File: src/rtl/event_capture_if.sv
// Readout port of the event capture buffer: valid/ready word stream with an
// end-of-window marker. master = capture buffer, slave = host/readout logic.
interface event_capture_if #(
   parameter int PROBE_W = 32
);
   logic [PROBE_W-1:0] rd_data;
   logic               rd_valid;
   logic               rd_ready;
   logic               rd_last;

   modport master (output rd_data, rd_valid, rd_last, input rd_ready);
   modport slave  (input rd_data, rd_valid, rd_last, output rd_ready);
endinterface

File: src/rtl/event_capture.sv
// Trigger-qualified capture buffer. Once armed it records the delayed probe
// bus into a circular flop array, freezes pre_count samples before and
// post_count samples after the first accepted trigger, then streams that
// window out over the rd valid/ready port.
// Optional feature: define EVENT_CAPTURE_TIMESTAMP_EN to add a free-running
// cycle counter and the trig_ts output holding the trigger sample's cycle.
module event_capture #(
   parameter int  PROBE_W = 32,
   parameter int  DEPTH   = 64,
   localparam int CNT_W   = $clog2(DEPTH)
) (
   input  logic               clk,
   input  logic               rst,
   input  logic               arm,
   input  logic               abort,
   input  logic [CNT_W-1:0]   pre_count,
   input  logic [CNT_W-1:0]   post_count,
   input  logic [PROBE_W-1:0] probe_data,
   input  logic               trigger_hit,
   event_capture_if.master    rd,
   output logic               busy,
   output logic               armed,
   output logic               triggered
`ifdef EVENT_CAPTURE_TIMESTAMP_EN
   ,
   output logic [31:0]        trig_ts
`endif
);

   localparam logic [2:0] S_IDLE  = 3'd0;
   localparam logic [2:0] S_PRE   = 3'd1;
   localparam logic [2:0] S_ARMED = 3'd2;
   localparam logic [2:0] S_POST  = 3'd3;
   localparam logic [2:0] S_READ  = 3'd4;

   localparam logic [CNT_W:0] DEPTH_C = (CNT_W+1)'(DEPTH);

   logic [2:0]         state_reg;
   logic [PROBE_W-1:0] probe_d_reg;
   logic [PROBE_W-1:0] mem [DEPTH];
   logic [CNT_W-1:0]   wp_reg;
   logic [CNT_W-1:0]   rp_reg;
   logic [CNT_W-1:0]   tp_reg;
   logic [CNT_W-1:0]   pre_l_reg;
   logic [CNT_W-1:0]   post_l_reg;
   logic [CNT_W-1:0]   remain_reg;
   logic [CNT_W:0]     fill_reg;
   logic [CNT_W:0]     rlen_reg;
   logic               triggered_reg;

   logic [CNT_W-1:0]   post_room;
   logic [CNT_W-1:0]   post_clamped;
   logic [CNT_W:0]     fill_next;
   logic [CNT_W:0]     rlen_init;
   logic               wr_en;
   logic               trig_acc;

   // The post window is clamped so pre + 1 + post never exceeds DEPTH.
   assign post_room    = {CNT_W{1'b1}} - pre_count;
   assign post_clamped = (post_count > post_room) ? post_room : post_count;
   assign fill_next    = (fill_reg == DEPTH_C) ? fill_reg : fill_reg + 1'b1;
   assign rlen_init    = {1'b0, pre_l_reg} + {1'b0, post_l_reg} + 1'b1;
   assign wr_en        = !rst && !abort &&
                         (state_reg == S_PRE || state_reg == S_ARMED || state_reg == S_POST);
   assign trig_acc     = !rst && !abort && (state_reg == S_ARMED) && trigger_hit;

   // Delay the probe by one cycle so it lines up with the registered trigger.
   always_ff @(posedge clk) begin
      probe_d_reg <= probe_data;
   end

   // Capture memory: plain flop array, no reset, written while recording.
   always_ff @(posedge clk) begin
      if (wr_en) begin
         mem[wp_reg] <= probe_d_reg;
      end
   end

   // Capture/readout sequencer; abort overrides arm and trigger.
   always_ff @(posedge clk) begin
      if (rst) begin
         state_reg     <= S_IDLE;
         wp_reg        <= '0;
         rp_reg        <= '0;
         tp_reg        <= '0;
         fill_reg      <= '0;
         remain_reg    <= '0;
         rlen_reg      <= '0;
         pre_l_reg     <= '0;
         post_l_reg    <= '0;
         triggered_reg <= 1'b0;
      end else if (abort) begin
         state_reg     <= S_IDLE;
         triggered_reg <= 1'b0;
      end else begin
         case (state_reg)
            S_IDLE: begin
               if (arm) begin
                  wp_reg     <= '0;
                  fill_reg   <= '0;
                  pre_l_reg  <= pre_count;
                  post_l_reg <= post_clamped;
                  state_reg  <= (pre_count == '0) ? S_ARMED : S_PRE;
               end
            end
            S_PRE: begin
               // Triggers are ignored until the full pre-history is present.
               wp_reg   <= wp_reg + 1'b1;
               fill_reg <= fill_next;
               if (fill_next == {1'b0, pre_l_reg}) begin
                  state_reg <= S_ARMED;
               end
            end
            S_ARMED: begin
               wp_reg <= wp_reg + 1'b1;
               if (trigger_hit) begin
                  tp_reg        <= wp_reg;
                  remain_reg    <= post_l_reg;
                  triggered_reg <= 1'b1;
                  rlen_reg      <= rlen_init;
                  rp_reg        <= wp_reg - pre_l_reg;
                  state_reg     <= (post_l_reg != '0) ? S_POST : S_READ;
               end
            end
            S_POST: begin
               wp_reg     <= wp_reg + 1'b1;
               remain_reg <= remain_reg - 1'b1;
               rp_reg     <= tp_reg - pre_l_reg;
               if (remain_reg == 1) begin
                  state_reg <= S_READ;
               end
            end
            S_READ: begin
               if (rd.rd_ready) begin
                  rp_reg   <= rp_reg + 1'b1;
                  rlen_reg <= rlen_reg - 1'b1;
                  if (rlen_reg == 1) begin
                     state_reg     <= S_IDLE;
                     triggered_reg <= 1'b0;
                  end
               end
            end
            default: state_reg <= S_IDLE;
         endcase
      end
   end

   // Readout is a combinational read of the frozen flop array.
   assign rd.rd_data  = mem[rp_reg];
   assign rd.rd_valid = (state_reg == S_READ);
   assign rd.rd_last  = (state_reg == S_READ) && (rlen_reg == 1);
   assign busy        = (state_reg != S_IDLE);
   assign armed       = (state_reg == S_ARMED);
   assign triggered   = triggered_reg;

`ifdef EVENT_CAPTURE_TIMESTAMP_EN
   logic [31:0] ts_cnt_reg;
   logic [31:0] trig_ts_reg;

   // Free-running cycle counter; the trigger sample was taken one cycle earlier.
   always_ff @(posedge clk) begin
      if (rst) begin
         ts_cnt_reg  <= '0;
         trig_ts_reg <= '0;
      end else begin
         ts_cnt_reg <= ts_cnt_reg + 1'b1;
         if (trig_acc) begin
            trig_ts_reg <= ts_cnt_reg - 1'b1;
         end
      end
   end

   assign trig_ts = trig_ts_reg;
`else
   logic unused_trig_acc;
   assign unused_trig_acc = trig_acc;
`endif

endmodule

File: src/flat_wrapper.sv
// flat-port wrapper written by rule: the top's interface ports become plain ports
module event_capture_flat 
#(
   parameter int  PROBE_W = 32,
   parameter int  DEPTH   = 64,
   localparam int CNT_W   = $clog2(DEPTH)
)
  (clk, rst, arm, abort, pre_count, post_count, probe_data, trigger_hit, busy, armed, triggered, rd_rd_data, rd_rd_valid, rd_rd_last, rd_rd_ready);
  event_capture_if #(.PROBE_W(PROBE_W)) rd_i ();
  input  logic clk;
  input  logic rst;
  input  logic arm;
  input  logic abort;
  input  logic [CNT_W-1:0] pre_count;
  input  logic [CNT_W-1:0] post_count;
  input  logic [PROBE_W-1:0] probe_data;
  input  logic trigger_hit;
  output logic busy;
  output logic armed;
  output logic triggered;
  output wire logic [$bits(rd_i.rd_data)-1:0] rd_rd_data;
  output wire logic [$bits(rd_i.rd_valid)-1:0] rd_rd_valid;
  output wire logic [$bits(rd_i.rd_last)-1:0] rd_rd_last;
  input wire logic [$bits(rd_i.rd_ready)-1:0] rd_rd_ready;
  assign rd_rd_data = rd_i.rd_data;
  assign rd_rd_valid = rd_i.rd_valid;
  assign rd_rd_last = rd_i.rd_last;
  assign rd_i.rd_ready = rd_rd_ready;
  event_capture #(.PROBE_W(PROBE_W), .DEPTH(DEPTH)) u_core (.clk(clk), .rst(rst), .arm(arm), .abort(abort), .pre_count(pre_count), .post_count(post_count), .probe_data(probe_data), .trigger_hit(trigger_hit), .rd(rd_i), .busy(busy), .armed(armed), .triggered(triggered));
endmodule
File: config.mk
export PLATFORM = sky130hd
export DESIGN_NAME = event_capture_flat
export DESIGN_NICKNAME = d
export VERILOG_FILES = /design/src/rtl/event_capture_if.sv /design/src/rtl/event_capture.sv /design/src/flat_wrapper.sv
export SDC_FILE = /design/constraint.sdc
export NUM_CORES = 2
export LEC_CHECK = 0
export BUFFER_PORTS_ARGS = -buffer_cell sky130_fd_sc_hd__buf_2
export CORE_MARGIN = 4
export CORE_UTILIZATION = 60
export CTS_CLUSTER_SIZE = 24
export DETAILED_ROUTE_END_ITERATION = 8
export PLACE_DENSITY = 0.76
export SLEW_MARGIN = 5
export SYNTH_ARGS = -nofsm -noshare
export SYNTH_HDL_FRONTEND = slang
export SYNTH_SLANG_ARGS = --single-unit
File: constraint.sdc
create_clock -name clk -period 6 [get_ports clk]
set_input_delay 0.3 -clock clk [delete_from_list [all_inputs] [get_ports clk]]
set_output_delay 0.3 -clock clk [all_outputs]
set_load 0.005 [all_outputs]
==> metrics.txt <==
status=finished, final reports clean; GRT overflow=0; WS Path Type=reg -> out; ys async rst share=0%; Hold Path Class=in -> reg; Clock Root Buffer=clkbuf_16; I/O pin total=87; placer congestion estimate=0.876; Post-Layout Cell Count=5930; crit-path max FO=85; final setup fails=0; worst vdd ir=0.000355 V; DP HPWL=111 mm; setup_tns=0 ns; Reg clk slew, reported paths=0.06 ns; vias in the first global route=40500; relative slew slack=6.04%; Ant. Diodes=0; Least-Margin Pin Slew=1.41 ns; Syn Area/Cell=21.8 um^2; RSZ-0062 raised after global routing=false; post-synth net total=3829; Cells after Synth=3752; Via Count=41200; Final Util=67.7%; f_max=0.185 GHz; Tmin final=5.39 ns; Total Wirelength=203 mm; Synth cell types=59; R2R Path Start=u_core.state_reg[0]$_SDFFE_PP0P_; H-tree Lvls=4; placed insts=5514; layout cells sized above 1=26.4%; CP startpoint kind=flip-flop; First-pass DRT Iterations=6; leakage=28.1 nW; clock skew=0.0312 ns; Site Rows=135; pre-CTS setup slack=1.55 ns; post-synth top area share=75.2%; hold slack=0.108 ns; Critical Path RT=5.70 ns; CTS-repair resized insts=0; Die W=377 um; post-synthesis register bit count=2140; Critical Path Sink Type=primary output; EDFF count, synth=2048; Synth area leaders=edfxtp_1, mux4_2, dfxtp_1; number of DRC markers in iteration 0=6148; Layout area overhead=12.2%; die area=142000 um^2; first-pass GRT wire length=293 mm; Worst-Skew Late Latency=0.83 ns; GRT Util Overall=29.1%; DRC=0; P per Cell Area=318 nW/um^2; die height=377 um; mapped cell area=81800 um^2; input/output buffers=86; core area=135000 um^2; hold path start=probe_data[25]; max FFs per register=2048; Main synth FF type=edfxtp_1; Final Hold Viols=0; Setup WS post-layout=0.607 ns; Post-DRT Antenna Nets=0; period utilisation layout=89.9%; final max-slew violation count=0; sequential cell area fraction in the yosys report=77.5%; largest net degree at the start of global routing=86; Crit path arrival time=5.09 ns; CTS tree=yes; most area-hungry cell type in the Yosys netlist=edfxtp_1; Avg WL per Cell=34.2 um; number of buffers created by CTS=199; Yosys warning count=0; clock sinks=2140; antenna violations before repair=6; Max-cap violations=0; Initial Util=60.4%; Layout Nets=4061; Avg Vias per Cell=6.95; clock buffer depth=3
==> per-layer routing <==
metal | share of wire [%] | up-vias | global-route usage (%)
li1 | - | 16400 | -
met4 | 4.5 | 2 | 11.6
met5 | 0.0064 | - | 0
met2 | 48 | 2935 | 45.0
met1 | 36 | 21500 | 41.2
met3 | 12 | 378 | 6.62
==> cells in the final DEF, fill, tap and decap left out, drive strengths merged, types with 6 or more instances in the layout <==
master / instances
a221oi: 63
inv: 31
nor2b: 11
a21oi: 46
a22o: 59
xnor2: 8
edfxtp: 2048
dfxtp: 92
buf: 196
clkbuf: 264
clkinvlp: 7
nand4: 7
a311oi: 7
o21ai: 44
nor3: 22
nand3: 15
ha: 25
clkinv: 79
nor2: 121
o221ai: 27
xor2: 9
a211oi: 9
dlygate4sd3: 50
mux2i: 27
nor3b: 6
mux4: 522
a22oi: 140
or3: 9
bufinv: 12
nand2: 125
==> power breakdown <==
part	switching (W)	internal, W	leakage (nW)
Combinational	0.000366	0.000143	5.87
Clock	0.00533	0.00683	3.03
Sequential	0.000132	0.0164	19.2
==> cells by family (layout without fill, tap and decap cells) <==
logic type	count (synthesis)	in the layout	share of synthesized area, %
xor gates and xnor gates	17	17	0.182
and+or+nand+nor	351	351	1.92
DFF	2140	2140	77.5
AOI/OAI and AO/OA	426	426	3.90
muxes	549	549	14.7
adders and majority gates	27	27	0.431
buffers and inverters	242	639	1.41
==> critical path, cell delays in order (launching register included) <==
cell and delay [ns]:
dfxtp_4 0.76, buf_12 0.58, buf_4 0.60, mux4_2 0.58, a221oi_1 0.67, o221ai_1 0.60, buf_2 0.30
==> cells in the mapped netlist (11+ instances only) <==
master and count:
dfxtp_1 92, nand2_1 125, nor3_1 22, mux4_2 522, mux2i_1 27, nor2b_1 11
ha_1 25, a22oi_1 140, clkbuf_1 114, a21oi_1 46, inv_1 27, buf_4 16
nor2_1 121, buf_2 49, a221oi_1 63, o21ai_0 44, buf_1 20, edfxtp_1 2048
o221ai_1 27, a22o_1 59, nand3_1 15, buf_6 16
==> path summary, 6_finish.rpt <==
path	to	slack [ns]	cells past startpoint
worst max-delay path	rd_rd_data[29]	0.61	6
worst min-delay path	u_core.probe_d_reg[25]$_DFF_P_	0.11	2
worst max register to register	u_core.mem[39][19]$_DFFE_PP_	1.98	5
worst min register to register	u_core.tp_reg[5]$_SDFFE_PP0P_	0.48	2
==> area by class of cell <==
| class | instances | area (um^2) |
|---|---|---|
| Tap cell | 1781 | 2230 |
| Fill cell | 8025 | 43700 |
| Multi-Input combinational cell | 1370 | 17800 |
| Clock inverter | 102 | 852 |
| Sequential cell | 2140 | 63400 |
| Clock buffer | 264 | 5400 |
| Timing Repair Buffer | 246 | 1920 |
| Inverter | 27 | 101 |
==> metrics by stage <==
stage	power [W]	instance area, um^2
floorplan	0.0170	81800
global placement	0.0173	85000
detailed placement	0.0173	85000
CTS	0.0292	91700
global route	0.0299	91700
finish	0.0292	91700
==> repair_timing <==
item                      in CTS  in global routing
hold endpoints to repair      55                  0
buffers inserted               0                  0
hold buffers                  50                  0
Power figures use the tool's default switching activity.
